[src/rtl/llr_load_ctrl.sv]
// ---------------------------------------------------------------------------
// llr_load_ctrl
// Moves one codeword of received samples through the external combinational
// quantizer and writes the resulting LLRs into the decoder's channel-LLR
// memory at consecutive addresses, then hands the buffer over via done/ack.
//
// Ports
//   clk, rst            : clock, synchronous active-high reset
//   start               : begin a codeword (honoured in IDLE only)
//   snr_idx_cfg         : SNR LUT index, latched on accepted start
//   frac_w_cfg          : signed fractional width, latched on accepted start
//   s_valid/s_ready     : sample stream handshake
//   s_data              : signed Q5.11 received sample
//   q_snr_idx/q_frac_w  : latched quantizer configuration
//   q_data_in           : registered sample into the quantizer
//   q_llr               : quantizer result (combinational of q_* outputs)
//   mem_we/addr/wdata   : LLR memory write port
//   busy                : LOAD or DRAIN in progress
//   done                : buffer complete, waiting for dec_ack
//   dec_ack             : decoder took the buffer
//   sat_cnt             : count of saturated LLRs written this codeword
//
// Build option
//   LLR_SAT_STATS_EN    : when defined, sat_cnt counts writes of +max/-max
//                         LLRs; otherwise sat_cnt is tied to zero.
// ---------------------------------------------------------------------------
module llr_load_ctrl #(
  parameter int unsigned DATA_W   = 5,
  parameter int unsigned CODE_LEN = 648,
  parameter int unsigned ADDR_W   = 10
) (
  input  logic              clk,
  input  logic              rst,
  input  logic              start,
  input  logic [3:0]        snr_idx_cfg,
  input  logic [4:0]        frac_w_cfg,
  input  logic              s_valid,
  output logic              s_ready,
  input  logic [15:0]       s_data,
  output logic [3:0]        q_snr_idx,
  output logic [4:0]        q_frac_w,
  output logic [15:0]       q_data_in,
  input  logic [DATA_W-1:0] q_llr,
  output logic              mem_we,
  output logic [ADDR_W-1:0] mem_addr,
  output logic [DATA_W-1:0] mem_wdata,
  output logic              busy,
  output logic              done,
  input  logic              dec_ack,
  output logic [ADDR_W-1:0] sat_cnt
);

  localparam logic [ADDR_W-1:0] LAST_IDX = ADDR_W'(CODE_LEN - 1);

  typedef enum logic [1:0] {
    ST_IDLE  = 2'd0,
    ST_LOAD  = 2'd1,
    ST_DRAIN = 2'd2,
    ST_DONE  = 2'd3
  } state_t;

  state_t             r_state;
  logic               r_s_ready;
  logic               r_stg1_vld;
  logic               r_mem_we;
  logic               r_busy;
  logic               r_done;
  logic [ADDR_W-1:0]  r_acc_cnt;
  logic [ADDR_W-1:0]  r_wr_idx;
  logic [ADDR_W-1:0]  r_mem_addr;
  logic [DATA_W-1:0]  r_mem_wdata;
  logic [15:0]        r_q_data_in;
  logic [3:0]         r_q_snr_idx;
  logic [4:0]         r_q_frac_w;

  logic               w_accept;
  logic               w_start_acc;

  assign w_accept    = s_valid & r_s_ready;
  assign w_start_acc = (r_state == ST_IDLE) & start;

  // Control FSM plus the two-stage sample -> quantizer -> memory pipeline
  always_ff @(posedge clk) begin
    if (rst) begin
      r_state     <= ST_IDLE;
      r_s_ready   <= 1'b0;
      r_stg1_vld  <= 1'b0;
      r_mem_we    <= 1'b0;
      r_busy      <= 1'b0;
      r_done      <= 1'b0;
      r_acc_cnt   <= '0;
      r_wr_idx    <= '0;
      r_mem_addr  <= '0;
      r_mem_wdata <= '0;
      r_q_data_in <= '0;
      r_q_snr_idx <= '0;
      r_q_frac_w  <= '0;
    end else begin
      // Stage 1: register the accepted sample into the quantizer
      r_stg1_vld <= w_accept;
      if (w_accept) begin
        r_q_data_in <= s_data;
      end

      // Stage 2: quantizer output settles during stage 1, write it out.
      // Write index holds at the last address rather than wrapping.
      r_mem_we <= r_stg1_vld;
      if (r_stg1_vld) begin
        r_mem_wdata <= q_llr;
        r_mem_addr  <= r_wr_idx;
        if (r_wr_idx != LAST_IDX) begin
          r_wr_idx <= r_wr_idx + ADDR_W'(1);
        end
      end

      case (r_state)
        ST_IDLE: begin
          if (w_start_acc) begin
            r_q_snr_idx <= snr_idx_cfg;
            r_q_frac_w  <= frac_w_cfg;
            r_acc_cnt   <= '0;
            r_wr_idx    <= '0;
            r_s_ready   <= 1'b1;
            r_busy      <= 1'b1;
            r_state     <= ST_LOAD;
          end
        end

        ST_LOAD: begin
          if (w_accept) begin
            if (r_acc_cnt == LAST_IDX) begin
              r_s_ready <= 1'b0;
              r_state   <= ST_DRAIN;
            end else begin
              r_acc_cnt <= r_acc_cnt + ADDR_W'(1);
            end
          end
        end

        // Only the final write of a codeword carries the last address
        ST_DRAIN: begin
          if (r_mem_we && (r_mem_addr == LAST_IDX)) begin
            r_busy  <= 1'b0;
            r_done  <= 1'b1;
            r_state <= ST_DONE;
          end
        end

        // start is ignored here, even when it coincides with dec_ack
        ST_DONE: begin
          if (dec_ack) begin
            r_done  <= 1'b0;
            r_state <= ST_IDLE;
          end
        end

        default: begin
          r_s_ready <= 1'b0;
          r_busy    <= 1'b0;
          r_done    <= 1'b0;
          r_state   <= ST_IDLE;
        end
      endcase
    end
  end

  assign s_ready   = r_s_ready;
  assign mem_we    = r_mem_we;
  assign mem_addr  = r_mem_addr;
  assign mem_wdata = r_mem_wdata;
  assign busy      = r_busy;
  assign done      = r_done;
  assign q_data_in = r_q_data_in;
  assign q_snr_idx = r_q_snr_idx;
  assign q_frac_w  = r_q_frac_w;

`ifdef LLR_SAT_STATS_EN
  localparam logic [DATA_W-1:0] LLR_POS_MAX = {1'b0, {(DATA_W-1){1'b1}}};
  localparam logic [DATA_W-1:0] LLR_NEG_MAX = {1'b1, {(DATA_W-1){1'b0}}};

  logic [ADDR_W-1:0] r_sat_cnt;
  logic              w_llr_sat;

  assign w_llr_sat = (q_llr == LLR_POS_MAX) | (q_llr == LLR_NEG_MAX);

  // Saturating count of full-scale LLRs, sampled as each write is issued
  always_ff @(posedge clk) begin
    if (rst) begin
      r_sat_cnt <= '0;
    end else if (w_start_acc) begin
      r_sat_cnt <= '0;
    end else if (r_stg1_vld && w_llr_sat && (r_sat_cnt != '1)) begin
      r_sat_cnt <= r_sat_cnt + ADDR_W'(1);
    end
  end

  assign sat_cnt = r_sat_cnt;
`else
  assign sat_cnt = '0;
`endif

endmodule

[config.mk]
export PLATFORM = sky130hd
export DESIGN_NAME = llr_load_ctrl
export DESIGN_NICKNAME = d
export VERILOG_FILES = /design/src/rtl/llr_load_ctrl.sv
export SDC_FILE = /design/constraint.sdc
export NUM_CORES = 1
export LEC_CHECK = 0
export CORE_ASPECT_RATIO = 0.5
export CORE_MARGIN = 10
export CORE_UTILIZATION = 48
export CTS_BUF_LIST = sky130_fd_sc_hd__clkbuf_8
export CTS_CLUSTER_DIAMETER = 30
export DETAILED_ROUTE_END_ITERATION = 12
export GPL_TIMING_DRIVEN = 0
export PLACE_DENSITY = 0.94
export SYNTH_ARGS = -nofsm -noshare
export SYNTH_HDL_FRONTEND = slang
export SYNTH_SLANG_ARGS = --single-unit
export TNS_END_PERCENT = 10
[constraint.sdc]
create_clock -name clk -period 2.7 [get_ports clk]
set_input_delay 0.54 -clock clk [delete_from_list [all_inputs] [get_ports clk]]
set_output_delay 0.54 -clock clk [all_outputs]
set_load 0.03 [all_outputs]
# After elaboration in Yosys (flattened, before gate mapping)
# Index checks and enable logic that the tools add are counted.
dict set report op_classes {
  add_sub_neg 2
  n_bitwise 2
  eq_ne 12
  reduce_logical 11
  muxes 23
}
# cell count
set ops {}
lappend ops {{2-to-1 mux 10 bit} 7}
lappend ops {{adder 10 x 1 -> 10 bit, second input constant} 2}
lappend ops {{equality test 10 bit, second input constant} 2}
lappend ops {{one-hot mux 10 bit (2 select lines)} 1}
lappend ops {{inequality test 2 bit, second input constant} 6}
lappend ops {{2-to-1 mux 2 bit} 5}
lappend ops {{inequality test 10 bit, second input constant} 1}
lappend ops {{one-hot mux 2 bit (4 select lines)} 1}
lappend ops {{AND reduction 4 bit} 2}
lappend ops {{2-to-1 mux 1 bit} 6}
lappend ops {{one-hot mux 1 bit (2 select lines)} 3}
lappend ops {{AND reduction 3 bit} 2}
lappend ops {{nonzero test 2 bit} 3}
lappend ops {{AND reduction 5 bit} 1}
lappend ops {{equality test 2 bit, second input constant} 2}
lappend ops {{bitwise AND 1 bit} 2}
lappend ops {{equality test 2 x 1 -> 1 bit, second input constant} 1}
lappend ops {{zero test 2 bit} 1}
lappend ops {{AND reduction 2 bit} 1}
lappend ops {{logical AND 1 bit} 1}
dict set report totals {
  out_inout_bits 54
  regBits 67
  inputBits 35
  elab_cells 63
}

# Depth between registers and ports, before layout
# Gate-level depths: netlist of the first run.
dict set report logic_depth {
  ltp_word 5
  depth_mapped 8
  ltp_nobuf 6
}

# Least setup slack after synthesis of the first run
# OpenSTA, ideal clock, no wires.
dict set report synth_path {
  kind {reg2reg}
  start {reg r_state[0]}
  end {reg r_acc_cnt[6]}
  stages_incl_launch_ff 9
  path_slack_ns 0.708
  arrival_time_ns 1.922
  n_path_buf 2
  required_time_ns 2.629
  synth_period_minus_slack_ns 1.992
  setup_time_ns 0.071
  path_cell_list {dfxtp_1 inv_1 ha_1 buf_4 mux2i_1 or3b_1 buf_2 or4_1 a21oi_1}
}
dict set report synth_between {
  elab_chain_len 4
  word_cells_on_any_way 9
  classes_between {eq/ne (4); mux (1); bitwise (1); reduce/logical (3)}
}
# item line
set synth_rtl {}
lappend synth_rtl {{start: declaration} 62} ;# state_t r_state;
lappend synth_rtl {{start signal: assignment} 85} ;# r_state <= ST_IDLE;
lappend synth_rtl {{start signal: assignment} 125} ;# r_state <= ST_LOAD;
lappend synth_rtl {{start signal: assignment} 133} ;# r_state <= ST_DRAIN;
lappend synth_rtl {{zero test 2 bit} {80, 116}}
lappend synth_rtl {{bitwise AND 1 bit} 80} ;# assign w_start_acc = (r_state == ST_IDLE) & start;
lappend synth_rtl {{inequality test 2 bit (no source line)} n/a}
lappend synth_rtl {{AND reduction 4 bit (no source line)} n/a}
lappend synth_rtl {{end signal: assignment} 135} ;# r_acc_cnt <= r_acc_cnt + ADDR_W'(1);
lappend synth_rtl {{end: declaration} 68} ;# logic [ADDR_W-1:0] r_acc_cnt;
# Parallel ways exist; a longest one is shown, timed or not.
# A chain may end at the register's enable or synchronous reset.

# Worst setup path in the final report of the first run
dict set report layout_path {
  start {in start}
  end {reg r_acc_cnt[6]}
}
dict set report layout_between {
  elab_chain_len 3
}
# item line
set layout_rtl {}
lappend layout_rtl {{start: declaration} 34} ;# input logic start,
lappend layout_rtl {{bitwise AND 1 bit} 80}
lappend layout_rtl {{inequality test 2 bit (no source line)} n/a}
lappend layout_rtl {{AND reduction 4 bit (no source line)} n/a}
# Every way passes these cells.

==> results.toml, run 1 <==
[setup_path]
critPathArrivalTime_ps = 2470
start_kind = "input port"
cp_max_fo = 8
cp-end-kind = "flip-flop"
worstPathRequired_ps = 2970
path_class = "input port to flip-flop"

[yosys]
synthFlopType = "dfxtp_1"
synth_top_family_by_area = "simple AND/OR/NAND/NOR gates"
netlist_instances = 334
synth_fa_ha_area_share_pct = 2.642
synthArstFlopShare_pct = 0
synth_compound_area_share_pct = 13.78
synthesis.area_sq_um = 2841
synth-edff-count = 0
ys_types = 42
synthMuxAreaShare_pct = 6.341
syn_area_per_cell_sq_um = 8.507
ys_ff_latch = 67
synth-simple-area-share_pct = 22.46
synth-seq-area-share_pct = 47.20
yosysWarnings = 0
synth-xor-area-share_pct = 1.233

[power]
vdd_drop_max_v = 0.0003853
p_per_area_nw_per_um2 = 710.2
finalPower_mw = 2.810
leakage_nw = 1.433

[clock_network]
htree_levels = 3
clock_latency_ps = 340
cts-root-buf = "clkbuf_8"
cts.clk_slew.worst_paths_ps = 70
clock-sinks = 67
cts_buffers = 9
tritoncts = "done"
cts_hold_buffers = 0
cts.path.max_buffers = 2
post_cts_resize_count = 0
post_cts.repair.setup_buffers = 0

[worst_hold_path]
hp-class = "flip-flop to flip-flop"

[cells_and_area]
ff_latch_area_sq_um = 1341
final_layout_size_suffix_gt1_share_pct = 7.094
num-fill-cells = 421
syn2layout_area_growth_pct = 39.23
multi_input_area_sq_um = 1358
diodes = 0
post-route-util_pct = 70.52
nNetsFinal = 473
finalNonFillerCells = 510
design_area_sq_um = 3956

[placement]
post-place-ws_ps = 169.6
gp_congestion = 0.8802
port_buffers = 78
placed_cells = 494
placed_cell_area_sq_um = 3747
dpl.hpwl_um = 5634

[timing]
setup_viol = 0
worst_slack_ps = 506.4
min_period_ps = 2194
fmax_mhz = 455.9
hold-worst-slack_ps = 452.7
timing.final.crit_share_pct = 81.24
fin_tns_setup_ps = 0
hold_viol = 0
fin_skew_ps = 5.182
slew_headroom_pct = 60.11
rsz0062_at_grt = "no"
tightest_slew_ps = 598.4
slew_viol_final = 0

[route]
drtPass1Iterations = 4
vias = 2610
remaining_drc_errors = 0
drtIter0Drc = 272
post_drt_wl_per_cell_um = 14.47
wl_um = 7382
ant_nets = 0
vias_per_cell = 5.118

[grt]
grt_overflow = 0
grt_use_total_pct = 15.39
antenna_found_initial = 0
first_global_vias = 2444
grt_max_degree = 12
grt_pass1_wl_um = 11910

[floorplan]
die_w_um = 128.8
core-area_sq_um = 5610
initial_utilization_pct = 50.65
dieArea_sq_um = 9584
num_io_pins = 89
row_count = 19
die_h_um = 74.41

[status]
run_status = "complete, no violations"

[run]
cap_viol_max_count = 0
placed cells by master, fill, tap and decap left out, types with 2 or more instances in the layout:
| master | n |
|---|---|
| a21oi_1 | 45 |
| and2_1 | 5 |
| and3_1 | 2 |
| buf_2 | 3 |
| buf_4 | 11 |
| bufinv_16 | 2 |
| clkbuf_1 | 10 |
| clkbuf_8 | 9 |
| clkdlybuf4s50_1 | 78 |
| clkinv_2 | 2 |
| conb_1 | 10 |
| dfxtp_1 | 67 |
| ha_1 | 6 |
| inv_1 | 12 |
| mux2i_1 | 18 |
| nand2_1 | 67 |
| nand2b_1 | 2 |
| nand3_1 | 8 |
| nand3b_1 | 2 |
| nand4_1 | 5 |
| nor2_1 | 22 |
| nor3_1 | 2 |
| o21ai_0 | 7 |
| o21ai_1 | 2 |
| o31ai_1 | 7 |
| or3_1 | 5 |
| or4_1 | 6 |
| xor2_1 | 3 |
sequential cells by signal, summed over array words and instances, names as in the netlist, 2 cells and up:
signal     cells
q_frac_w       5
mem_wdata      5
q_snr_idx      4
mem_addr      10
r_wr_idx      10
r_acc_cnt     10
r_state        2
q_data_in     16
worst paths after layout:
check	start	to	slack (ps)	cells past startpoint
worst max-delay path	start	r_acc_cnt[6]	510	6
worst min-delay path	q_data_in[2]	q_data_in[2]	450	2
worst max register to register	r_state[1]	r_acc_cnt[6]	510	8
worst min register to register	q_data_in[2]	q_data_in[2]	450	2
per-layer routing:
layer | GRT usage [%] | wire [um]
met5 | 0 | 0
met4 | 5.632 | 122
met3 | 7.163 | 642
met2 | 24.94 | 3510
met1 | 17.75 | 3107
cell usage after synthesis, types with 2 or more instances:
| cell | count | area [sq um] |
|---|---|---|
| o31ai_1 | 7 | 52.55 |
| nand2_1 | 67 | 251.5 |
| nand3b_1 | 2 | 15.01 |
| xor2_1 | 3 | 26.28 |
| clkbuf_1 | 10 | 37.54 |
| dfxtp_1 | 67 | 1341 |
| or4_1 | 6 | 45.04 |
| ha_1 | 6 | 75.07 |
| or3_1 | 5 | 31.28 |
| nand4_1 | 5 | 31.28 |
| nand2b_1 | 2 | 12.51 |
| buf_2 | 3 | 15.01 |
| buf_4 | 11 | 82.58 |
| a21oi_1 | 45 | 225.2 |
| and3_1 | 2 | 12.51 |
| nor2_1 | 22 | 82.58 |
| and2_1 | 5 | 31.28 |
| nor3_1 | 2 | 10.01 |
| inv_1 | 10 | 37.54 |
| mux2i_1 | 18 | 180.2 |
| o21ai_1 | 2 | 10.01 |
| nand3_1 | 8 | 40.04 |
| o21ai_0 | 7 | 35.03 |
cell type report:
type / instances / area share, %
Multi-Input combinational cell: 241 / 34.31
Sequential cell: 67 / 33.90
Timing Repair Buffer: 78 / 19.73
Buffer: 25 / 3.510
Clock buffer: 9 / 3.131
Tap cell: 73 / 2.309
Clock inverter: 7 / 2.151
Inverter: 10 / 0.9488
report_power, final:
part	switching, mW	internal [mW]
combinational	0.486	0.323
sequential	0.0528	1.07
clock	0.367	0.509
worst max-delay path, stage by stage:
cell and delay, ps:
clkdlybuf4s50_1 600, mux2i_1 160, or3b_1 370, buf_2 170, or4_1 480, a21oi_1 150
kinds of logic after synthesis:
logic type      count (synthesis)
simple gates                  134
compound gates                 69
flops                          67
buf+inv                        35
mux                            18
fa+ha+maj                       6
xor+xnor                        4
other cells                     1
(Power assumes the default switching activity.)
==> inputs of run 2 (changes only) <==
CORE_UTILIZATION = 43   (was 48)
PLACE_DENSITY = 0.9   (was 0.94)
clock period = 2 ns   (was 2.7 ns; I/O delays follow)
==> results.toml, run 2 (synthesis results as in run 1) <==
[placement]
port_buffers = 78
dpl.hpwl_um = 5767
gp_congestion = 0.8232
post-place-ws_ps = -339.8

[floorplan]
die_w_um = 135.0
die_h_um = 77.48
num_io_pins = 89
initial_utilization_pct = 45.60
dieArea_sq_um = 10460
core-area_sq_um = 6231
row_count = 20

[setup_path]
start_kind = "flip-flop"
startpoint = "r_state[0]"
worstPathRequired_ps = 2280
critPathArrivalTime_ps = 2230
cp-end-kind = "flip-flop"
cp_max_fo = 6
r2r_start = "r_state[0]"
path_class = "flip-flop to flip-flop"

[grt]
grt_overflow = 0
first_global_vias = 2538
grt_max_degree = 11
grt_pass1_wl_um = 12430
grt_use_total_pct = 14.54
antenna_found_initial = 0

[timing]
worst_slack_ps = 52.11
min_period_ps = 1948
fin_skew_ps = 5.754
fmax_mhz = 513.4
slew_headroom_pct = 56.19
hold_viol = 0
setup_viol = 0
slew_viol_final = 0
tightest_slew_ps = 657.2
timing.final.crit_share_pct = 97.39
rsz0062_at_grt = "no"

[worst_hold_path]
min_from = "q_data_in[14]"
hp-class = "flip-flop to flip-flop"

[cells_and_area]
syn2layout_area_growth_pct = 40.73
num-fill-cells = 518
mostFrequentLayoutCells = "78 x clkdlybuf4s50_1, 67 x nand2_1, 65 x dfxtp_1"
nNetsFinal = 474
largest_register_ffs = 16
diodes = 0
final_layout_size_suffix_gt1_share_pct = 10.27
post-route-util_pct = 64.18
layout_commonest_cell = "clkdlybuf4s50_1"

[route]
drtIter0Drc = 134
drtPass1Iterations = 4
remaining_drc_errors = 0
wl_um = 7831
vias_per_cell = 5.010
post_drt_wl_per_cell_um = 14.89
vias = 2635
ant_nets = 0

[clock_network]
cts.clk_slew.worst_paths_ps = 70
cts-root-buf = "clkbuf_8"
cts_buffers = 9
clock-sinks = 67
htree_levels = 3
clock_latency_ps = 350
tritoncts = "done"
cts_hold_buffers = 0
cts.path.max_buffers = 2

[status]
run_status = "complete, no violations"

[run]
cap_viol_max_count = 0

[power]
vdd_drop_max_v = 0.0004146
p_per_area_nw_per_um2 = 917.6
leakage_nw = 1.438
==> run 2: worst paths after layout <==
kind	to	slack (ps)	cells after the start
worst max-delay path	r_acc_cnt[8]	50	6
worst min-delay path	q_data_in[14]	450	2
worst max register to register	r_acc_cnt[8]	50	6
worst min register to register	q_data_in[14]	450	2
==> run 2: repair_timing <==
action,in CTS,in global routing
gates resized for setup,5,12
cloned,0,0
endpoints found under the setup margin,6,6
pin swaps,2,3
buffers inserted,2,1
==> run 2: routing by layer <==
metal | vias up | track usage, % | wire (um)
li1 | 1325 | - | -
met1 | 1212 | 15.86 | 3241
met2 | 82 | 23.83 | 3751
met3 | 16 | 6.684 | 707
met4 | 0 | 6.838 | 131
met5 | - | 0 | 0
==> run 2: cell type report <==
| type | count | area [sq um] | area share, % |
|---|---|---|---|
| plain buffers | 23 | 130.1 | 3.254 |
| clock buffers | 11 | 151.4 | 3.786 |
| flip-flops and latches | 67 | 1344 | 33.60 |
| clock inverters | 5 | 21.27 | 0.5319 |
| repair buffers | 81 | 803.3 | 20.09 |
| multi-input cells | 241 | 1401 | 35.04 |
| well taps | 88 | 110.1 | 2.753 |
| inverters | 10 | 37.54 | 0.9387 |
==> run 2: critical path, cell delays in order (launching register included) <==
cell	delay, ps
dfxtp_2	320
buf_4	140
ha_4	180
a21bo_2	210
or3b_4	410
or4_4	500
a21oi_2	120
==> run 2: through the flow <==
| step | instance area [sq um] | setup TNS [ps] | hold slack [ps] | cells | power (mW) |
|---|---|---|---|---|---|
| 2_1_floorplan | 2875 | 0 | 451.9 | 343 | 2.245 |
| 3_5_place_dp | 3766 | -1843 | 446.5 | 509 | 2.635 |
| 6_report | 3999 | 0 | 452.5 | 526 | 3.669 |
| 5_1_grt | 3999 | 0 | 476.4 | 526 | 3.855 |
| 4_1_cts | 3958 | -56.04 | 454.9 | 526 | 3.654 |
| 3_3_place_gp | 3766 | -1419 | 441.4 | 509 | 2.604 |
==> run 2: power by group <==
| group | leakage (nW) | switching (mW) | internal (mW) |
|---|---|---|---|
| sequential | 0.544 | 0.0674 | 1.45 |
| combinational | 0.791 | 0.691 | 0.479 |
| clock | 0.103 | 0.483 | 0.499 |
| total | 1.44 | 1.24 | 2.43 |
